==> config.mk <==
export PLATFORM = sky130hd
export DESIGN_NAME = cp15_coprocessor_flat
export DESIGN_NICKNAME = d
export VERILOG_FILES = /design/src/rtl/cp15_coprocessor_if.sv /design/src/rtl/cp15_coprocessor.sv /design/src/flat_wrapper.sv
export SDC_FILE = /design/constraint.sdc
export NUM_CORES = 1
export LEC_CHECK = 0
export ABC_AREA = 1
export BUFFER_PORTS_ARGS = -buffer_cell sky130_fd_sc_hd__buf_2
export CORE_MARGIN = 2
export CORE_UTILIZATION = 50
export CTS_BUF_LIST = sky130_fd_sc_hd__clkbuf_4 sky130_fd_sc_hd__clkbuf_8
export CTS_CLUSTER_DIAMETER = 30
export DETAILED_ROUTE_END_ITERATION = 8
export PLACE_DENSITY = 0.84
export SLEW_MARGIN = 10
export SYNTH_ARGS = -nofsm -noshare
export SYNTH_HDL_FRONTEND = slang
export SYNTH_SLANG_ARGS = --single-unit
==> constraint.sdc <==
create_clock -name clk -period 13.6 [get_ports clk]
set_clock_uncertainty 0.15 [all_clocks]
set_input_delay 1.36 -clock clk [delete_from_list [all_inputs] [get_ports clk]]
set_output_delay 1.36 -clock clk [all_outputs]
set_load 0.01 [all_outputs]
==> src/rtl/cp15_coprocessor_if.sv <==
// cp15_coprocessor_if: core/MMU access bus and command/status outputs of the CP15 coprocessor
interface cp15_coprocessor_if;
  logic        CPUWriteEn;
  logic        CPUEn;
  logic        MMUWriteEn;
  logic        MMUEn;
  logic [3:0]  addr;
  logic [31:0] CPUWriteData;
  logic [31:0] MMUWriteData;
  logic [2:0]  opcode_2;
  logic [3:0]  CRm;
  logic        StallCP;
  logic        INVI;
  logic        INVD;
  logic        InvAll;
  logic        CleanI;
  logic        CleanD;
  logic        TLBFlushD;
  logic        TLBFlushI;
  logic [31:0] rd;
  logic [31:0] control;
  logic        AddrOp;
  logic [31:0] tbase;
  modport master (
    output CPUWriteEn, CPUEn, MMUWriteEn, MMUEn, addr, CPUWriteData, MMUWriteData, opcode_2, CRm,
    input  StallCP, INVI, INVD, InvAll, CleanI, CleanD, TLBFlushD, TLBFlushI, rd, control, AddrOp, tbase
  );
  modport slave (
    input  CPUWriteEn, CPUEn, MMUWriteEn, MMUEn, addr, CPUWriteData, MMUWriteData, opcode_2, CRm,
    output StallCP, INVI, INVD, InvAll, CleanI, CleanD, TLBFlushD, TLBFlushI, rd, control, AddrOp, tbase
  );
endinterface

==> src/rtl/cp15_coprocessor.sv <==
// cp15_coprocessor: CP15 system control registers plus c7/c8 cache and TLB maintenance strobes
module cp15_coprocessor #(
  parameter logic [31:0] ID_CODE    = 32'h41069260,
  parameter logic [31:0] CACHE_TYPE = 32'h0D152152
) (
  input logic clk,
  input logic reset,
  cp15_coprocessor_if.slave bus
);
  logic [31:0] c1_q, c1_d, c2_q, c2_d, c3_q, c3_d, c5_q, c5_d, c6_q, c6_d, c13_q, c13_d;
  logic        cpu_ok, mmu_wr, c7, c8;
  logic [6:0]  op;
  // The MMU owns the bus when both request, so a CPU write only lands when MMUEn is low.
  always_comb begin
    cpu_ok = bus.CPUEn & bus.CPUWriteEn & ~bus.MMUEn & ~reset;
    mmu_wr = bus.MMUEn & bus.MMUWriteEn;
    c1_d   = cpu_ok && bus.addr == 4'd1  ? bus.CPUWriteData | 32'h78 : c1_q;
    c2_d   = cpu_ok && bus.addr == 4'd2  ? {bus.CPUWriteData[31:14], 14'b0} : c2_q;
    c3_d   = cpu_ok && bus.addr == 4'd3  ? bus.CPUWriteData : c3_q;
    c5_d   = mmu_wr && bus.addr == 4'd5  ? bus.MMUWriteData :
             cpu_ok && bus.addr == 4'd5  ? bus.CPUWriteData : c5_q;
    c6_d   = mmu_wr && bus.addr == 4'd6  ? bus.MMUWriteData :
             cpu_ok && bus.addr == 4'd6  ? bus.CPUWriteData : c6_q;
    c13_d  = cpu_ok && bus.addr == 4'd13 ? bus.CPUWriteData : c13_q;
  end
  always_ff @(posedge clk or posedge reset)
    if (reset) begin
      c1_q  <= 32'h00000078;
      c2_q  <= '0;
      c3_q  <= '0;
      c5_q  <= '0;
      c6_q  <= '0;
      c13_q <= '0;
    end else begin
      c1_q  <= c1_d;
      c2_q  <= c2_d;
      c3_q  <= c3_d;
      c5_q  <= c5_d;
      c6_q  <= c6_d;
      c13_q <= c13_d;
    end
  always_comb begin
    case (bus.addr)
      4'd0:    bus.rd = bus.opcode_2 == 3'd1 ? CACHE_TYPE : ID_CODE;
      4'd1:    bus.rd = c1_q;
      4'd2:    bus.rd = c2_q;
      4'd3:    bus.rd = c3_q;
      4'd5:    bus.rd = c5_q;
      4'd6:    bus.rd = c6_q;
      4'd13:   bus.rd = c13_q;
      default: bus.rd = '0;
    endcase
  end
  assign c7  = cpu_ok && bus.addr == 4'd7;
  assign c8  = cpu_ok && bus.addr == 4'd8;
  assign op  = {bus.CRm, bus.opcode_2};
  assign bus.StallCP   = bus.CPUEn & bus.MMUEn;
  assign bus.INVI      = c7 && (op == {4'd7, 3'd0} || op == {4'd5, 3'd0} || op == {4'd5, 3'd1});
  assign bus.INVD      = c7 && (op == {4'd7, 3'd0} || op == {4'd6, 3'd0} || op == {4'd6, 3'd1} || op == {4'd14, 3'd1});
  assign bus.InvAll    = c7 && (op == {4'd7, 3'd0} || op == {4'd5, 3'd0} || op == {4'd6, 3'd0});
  assign bus.CleanI    = 1'b0;
  assign bus.CleanD    = c7 && (op == {4'd10, 3'd1} || op == {4'd14, 3'd1});
  assign bus.AddrOp    = c7 && (op == {4'd5, 3'd1} || op == {4'd6, 3'd1} || op == {4'd10, 3'd1} || op == {4'd14, 3'd1});
  assign bus.TLBFlushI = c8 && (bus.CRm == 4'd7 || bus.CRm == 4'd5);
  assign bus.TLBFlushD = c8 && (bus.CRm == 4'd7 || bus.CRm == 4'd6);
  assign bus.control   = c1_q;
  assign bus.tbase     = c2_q;
endmodule

==> src/flat_wrapper.sv <==
// flat-port wrapper written by rule: the top's interface ports become plain ports
module cp15_coprocessor_flat 
#(
  parameter logic [31:0] ID_CODE    = 32'h41069260,
  parameter logic [31:0] CACHE_TYPE = 32'h0D152152
)
  (clk, reset, bus_CPUWriteEn, bus_CPUEn, bus_MMUWriteEn, bus_MMUEn, bus_addr, bus_CPUWriteData, bus_MMUWriteData, bus_opcode_2, bus_CRm, bus_StallCP, bus_INVI, bus_INVD, bus_InvAll, bus_CleanI, bus_CleanD, bus_TLBFlushD, bus_TLBFlushI, bus_rd, bus_control, bus_AddrOp, bus_tbase);
  cp15_coprocessor_if bus_i ();
  input logic clk;
  input logic reset;
  input wire logic [$bits(bus_i.CPUWriteEn)-1:0] bus_CPUWriteEn;
  input wire logic [$bits(bus_i.CPUEn)-1:0] bus_CPUEn;
  input wire logic [$bits(bus_i.MMUWriteEn)-1:0] bus_MMUWriteEn;
  input wire logic [$bits(bus_i.MMUEn)-1:0] bus_MMUEn;
  input wire logic [$bits(bus_i.addr)-1:0] bus_addr;
  input wire logic [$bits(bus_i.CPUWriteData)-1:0] bus_CPUWriteData;
  input wire logic [$bits(bus_i.MMUWriteData)-1:0] bus_MMUWriteData;
  input wire logic [$bits(bus_i.opcode_2)-1:0] bus_opcode_2;
  input wire logic [$bits(bus_i.CRm)-1:0] bus_CRm;
  output wire logic [$bits(bus_i.StallCP)-1:0] bus_StallCP;
  output wire logic [$bits(bus_i.INVI)-1:0] bus_INVI;
  output wire logic [$bits(bus_i.INVD)-1:0] bus_INVD;
  output wire logic [$bits(bus_i.InvAll)-1:0] bus_InvAll;
  output wire logic [$bits(bus_i.CleanI)-1:0] bus_CleanI;
  output wire logic [$bits(bus_i.CleanD)-1:0] bus_CleanD;
  output wire logic [$bits(bus_i.TLBFlushD)-1:0] bus_TLBFlushD;
  output wire logic [$bits(bus_i.TLBFlushI)-1:0] bus_TLBFlushI;
  output wire logic [$bits(bus_i.rd)-1:0] bus_rd;
  output wire logic [$bits(bus_i.control)-1:0] bus_control;
  output wire logic [$bits(bus_i.AddrOp)-1:0] bus_AddrOp;
  output wire logic [$bits(bus_i.tbase)-1:0] bus_tbase;
  assign bus_i.CPUWriteEn = bus_CPUWriteEn;
  assign bus_i.CPUEn = bus_CPUEn;
  assign bus_i.MMUWriteEn = bus_MMUWriteEn;
  assign bus_i.MMUEn = bus_MMUEn;
  assign bus_i.addr = bus_addr;
  assign bus_i.CPUWriteData = bus_CPUWriteData;
  assign bus_i.MMUWriteData = bus_MMUWriteData;
  assign bus_i.opcode_2 = bus_opcode_2;
  assign bus_i.CRm = bus_CRm;
  assign bus_StallCP = bus_i.StallCP;
  assign bus_INVI = bus_i.INVI;
  assign bus_INVD = bus_i.INVD;
  assign bus_InvAll = bus_i.InvAll;
  assign bus_CleanI = bus_i.CleanI;
  assign bus_CleanD = bus_i.CleanD;
  assign bus_TLBFlushD = bus_i.TLBFlushD;
  assign bus_TLBFlushI = bus_i.TLBFlushI;
  assign bus_rd = bus_i.rd;
  assign bus_control = bus_i.control;
  assign bus_AddrOp = bus_i.AddrOp;
  assign bus_tbase = bus_i.tbase;
  cp15_coprocessor #(.ID_CODE(ID_CODE), .CACHE_TYPE(CACHE_TYPE)) u_core (.clk(clk), .reset(reset), .bus(bus_i));
endmodule
==> flow_metrics.py <==
metrics = {
    "floorplanning": {
        "initial_core_util": 0.5128,
        "fp-row-count": 48,
        "dieArea_um2": 18890,
        "core_area_um2": 17360,
        "io_pins": 186,
        "fp.dieH_um": 137.4,
        "die_w_um": 137.4,
    },
    "cts": {
        "clkSinkCount": 174,
        "cts_setup_buffers": 0,
        "clockRootBuffer": "clkbuf_8",
        "path_clk_slew_ns": 0.08,
        "cts_resized": 0,
        "cts_buffers": 17,
        "htreeDepth": 4,
        "worstSkewPairLatency_ns": 0.47,
        "hold_buffers": 0,
        "clk_path_buf_depth": 2,
        "cts_tree": "done",
    },
    "flow_run": {
        "drv_cap": 0,
    },
    "placement": {
        "place_area_um2": 9693,
        "port_buffers": 166,
        "hpwlAfterDp_um": 15700,
        "gp_congestion": 0.8455,
    },
    "global_route": {
        "grt_pass1_vias": 7978,
        "grt_max_degree": 75,
        "grt_antenna_before_repair": 2,
        "grt_pass1_wl_um": 39310,
        "overflow": 0,
        "grt_use_total": 0.2699,
    },
    "sta": {
        "report.final.slew_viol_count": 0,
        "tightest_slew_ns": 1.210,
        "timing.final.crit_share": 0.3463,
        "rsz0062_at_grt": "false",
        "hold_slack_ns": 0.3321,
        "max_freq_ghz": 0.2123,
        "hold_viol_final": 0,
        "period_minus_slack_ns": 4.709,
        "slew_headroom": 0.1904,
        "setup_viol": 0,
        "tns_ns": 0,
    },
    "detailed_routing": {
        "drt_iter0_drc": 757,
        "detail-route-antenna-nets": 0,
        "firstDrtPassIters": 5,
        "drc": 0,
        "postRouteWirelength_um": 24610,
        "vias": 8310,
        "wire_per_inst_um": 15.40,
        "vias_per_cell": 5.200,
    },
    "cells_and_area": {
        "final_layout_size_suffix_gt1_frac": 0.1889,
        "fill_cells": 1601,
        "layout_common_cells": "nand2_1, dfrtp_1, buf_2, o21ai_1, nand3_1",
        "design_area_um2": 10140,
        "syn2layout_area_growth_pct": 13.94,
        "multiInputGateArea_um2": 3925,
        "final_net_count": 1440,
        "seq_area_um2": 4354,
        "final_common_cell": "nand2_1",
    },
    "worst_setup_path": {
        "cp-start-kind": "primary input",
        "crit_chain": "buf_2 -> inv_2 -> nand2_2 -> nor2_4 -> inv_1 -> nor2_1 -> nor2_1 -> nand2_1 -> buf_2",
        "cp_data_arrival_time_ns": 3.20,
        "cp_slowest_cell": "nor2_4",
        "critPathBufInv": 4,
        "cpPeakStageDelay_ns": 0.69,
        "end_kind": "output port",
        "crit_required_ns": 12.09,
        "crit_family": "simple AND/OR/NAND/NOR gates",
        "path_class": "in -> out",
        "crit_fanout": 28,
    },
    "synthesis": {
        "yosys_warnings": 0,
        "ys_seq_area_frac": 0.4892,
        "ys_ff_latch": 174,
        "synth_cells": 1228,
        "syn_area_per_cell_um2": 7.248,
        "synth_cell_type_count": 26,
        "syn_area_um2": 8901,
    },
    "pwr": {
        "ir_worst_vdd_v": 0.00006687,
        "leakagePower_nw": 5.920,
        "cellPowerDensity_nw_per_um2": 117.6,
    },
    "status": {
        "status": "completed",
    },
    "min_path": {
        "hp-class": "reg -> reg",
    },
}
path summary, 6_finish.rpt:
kind	start	end	slack, ns	depth (start not counted)
min in group asynchronous	reset	u_core.c5_q[0]$_DFFE_PP0P_	0.70	2
hold / removal	u_core.c5_q[8]$_DFFE_PP0P_	u_core.c5_q[8]$_DFFE_PP0P_	0.33	2
max in group asynchronous	reset	u_core.bus.control[8]$_DFFE_PP0P_	11.35	3
hold reg to reg	u_core.c5_q[8]$_DFFE_PP0P_	u_core.c5_q[8]$_DFFE_PP0P_	0.33	2
setup / recovery	bus_addr[2]	bus_rd[9]	8.89	9
setup reg to reg	u_core.c13_q[30]$_DFFE_PP0P_	u_core.c13_q[30]$_DFFE_PP0P_	12.68	2
flip-flops by register name, summed over array words and instances (netlist names):
name,cells
u_core.c5_q,32
u_core.c3_q,32
u_core.bus.control,28
u_core.bus.tbase,18
u_core.c6_q,32
u_core.c13_q,32
routing by layer:
layer	global-route usage	vias to the layer above	wire length [um]
met4	0.1042	0	620
met3	0.05629	46	1966
li1	-	4017	-
met1	0.3584	3895	10420
met2	0.4356	352	11600
met5	0	-	0
through the flow:
stage	utilization	std cells	setup slack, ns	total power [mW]
2_1_floorplan	-	1245	5.609	0.7364
3_3_place_gp	0.5585	1565	8.962	0.7882
3_5_place_dp	0.5585	1565	8.956	0.7957
4_1_cts	0.5841	1596	8.939	1.196
5_1_grt	0.5843	1598	8.752	1.248
6_report	0.5843	1598	8.891	1.193
cells by family after synthesis:
group           after synthesis  share of synthesized area
compound gates              116                    0.06635
simple gates                791                     0.3635
buf+inv                     145                    0.08012
flops                       174                     0.4892
other cells                   2                  0.0008437
cell type report:
type	count	area share
inverter	69	0.02603
timing repair buffer	171	0.08562
clock inverter	10	0.01591
sequential	174	0.4293
tap	225	0.02776
clock buffer	21	0.02788
antenna	2	0.0004935
multi-input combinational	926	0.3870
cell usage after synthesis, drive strengths merged:
cell | count | share of area
a21oi | 1 | 0.00056
nand3 | 70 | 0.040
nand4 | 2 | 0.0014
o211ai | 1 | 0.00084
buf | 66 | 0.047
dfrtp | 174 | 0.49
clkbuf | 10 | 0.0042
inv | 69 | 0.029
nor3b | 2 | 0.0017
or2 | 32 | 0.022
conb | 2 | 0.00084
nor3 | 2 | 0.0011
nand2 | 609 | 0.26
nor2 | 74 | 0.038
o21ai | 114 | 0.065
power by group:
part | leakage, nW | total [mW] | internal, mW | switching [mW]
Combinational | 3.38 | 0.164 | 0.0623 | 0.102
Clock | 0.217 | 0.406 | 0.215 | 0.190
Sequential | 2.33 | 0.623 | 0.584 | 0.0387
Total | 5.92 | 1.19 | 0.862 | 0.331
worst reg2reg max path: cells and delay by family, from the launching register on:
| family | cells | cell delay, ns |
|---|---|---|
| and+or+nand+nor | 1 | 0.07 |
| AOI/OAI and AO/OA | 1 | 0.14 |
| DFF | 1 | 0.39 |
Power figures use the tool's default switching activity.
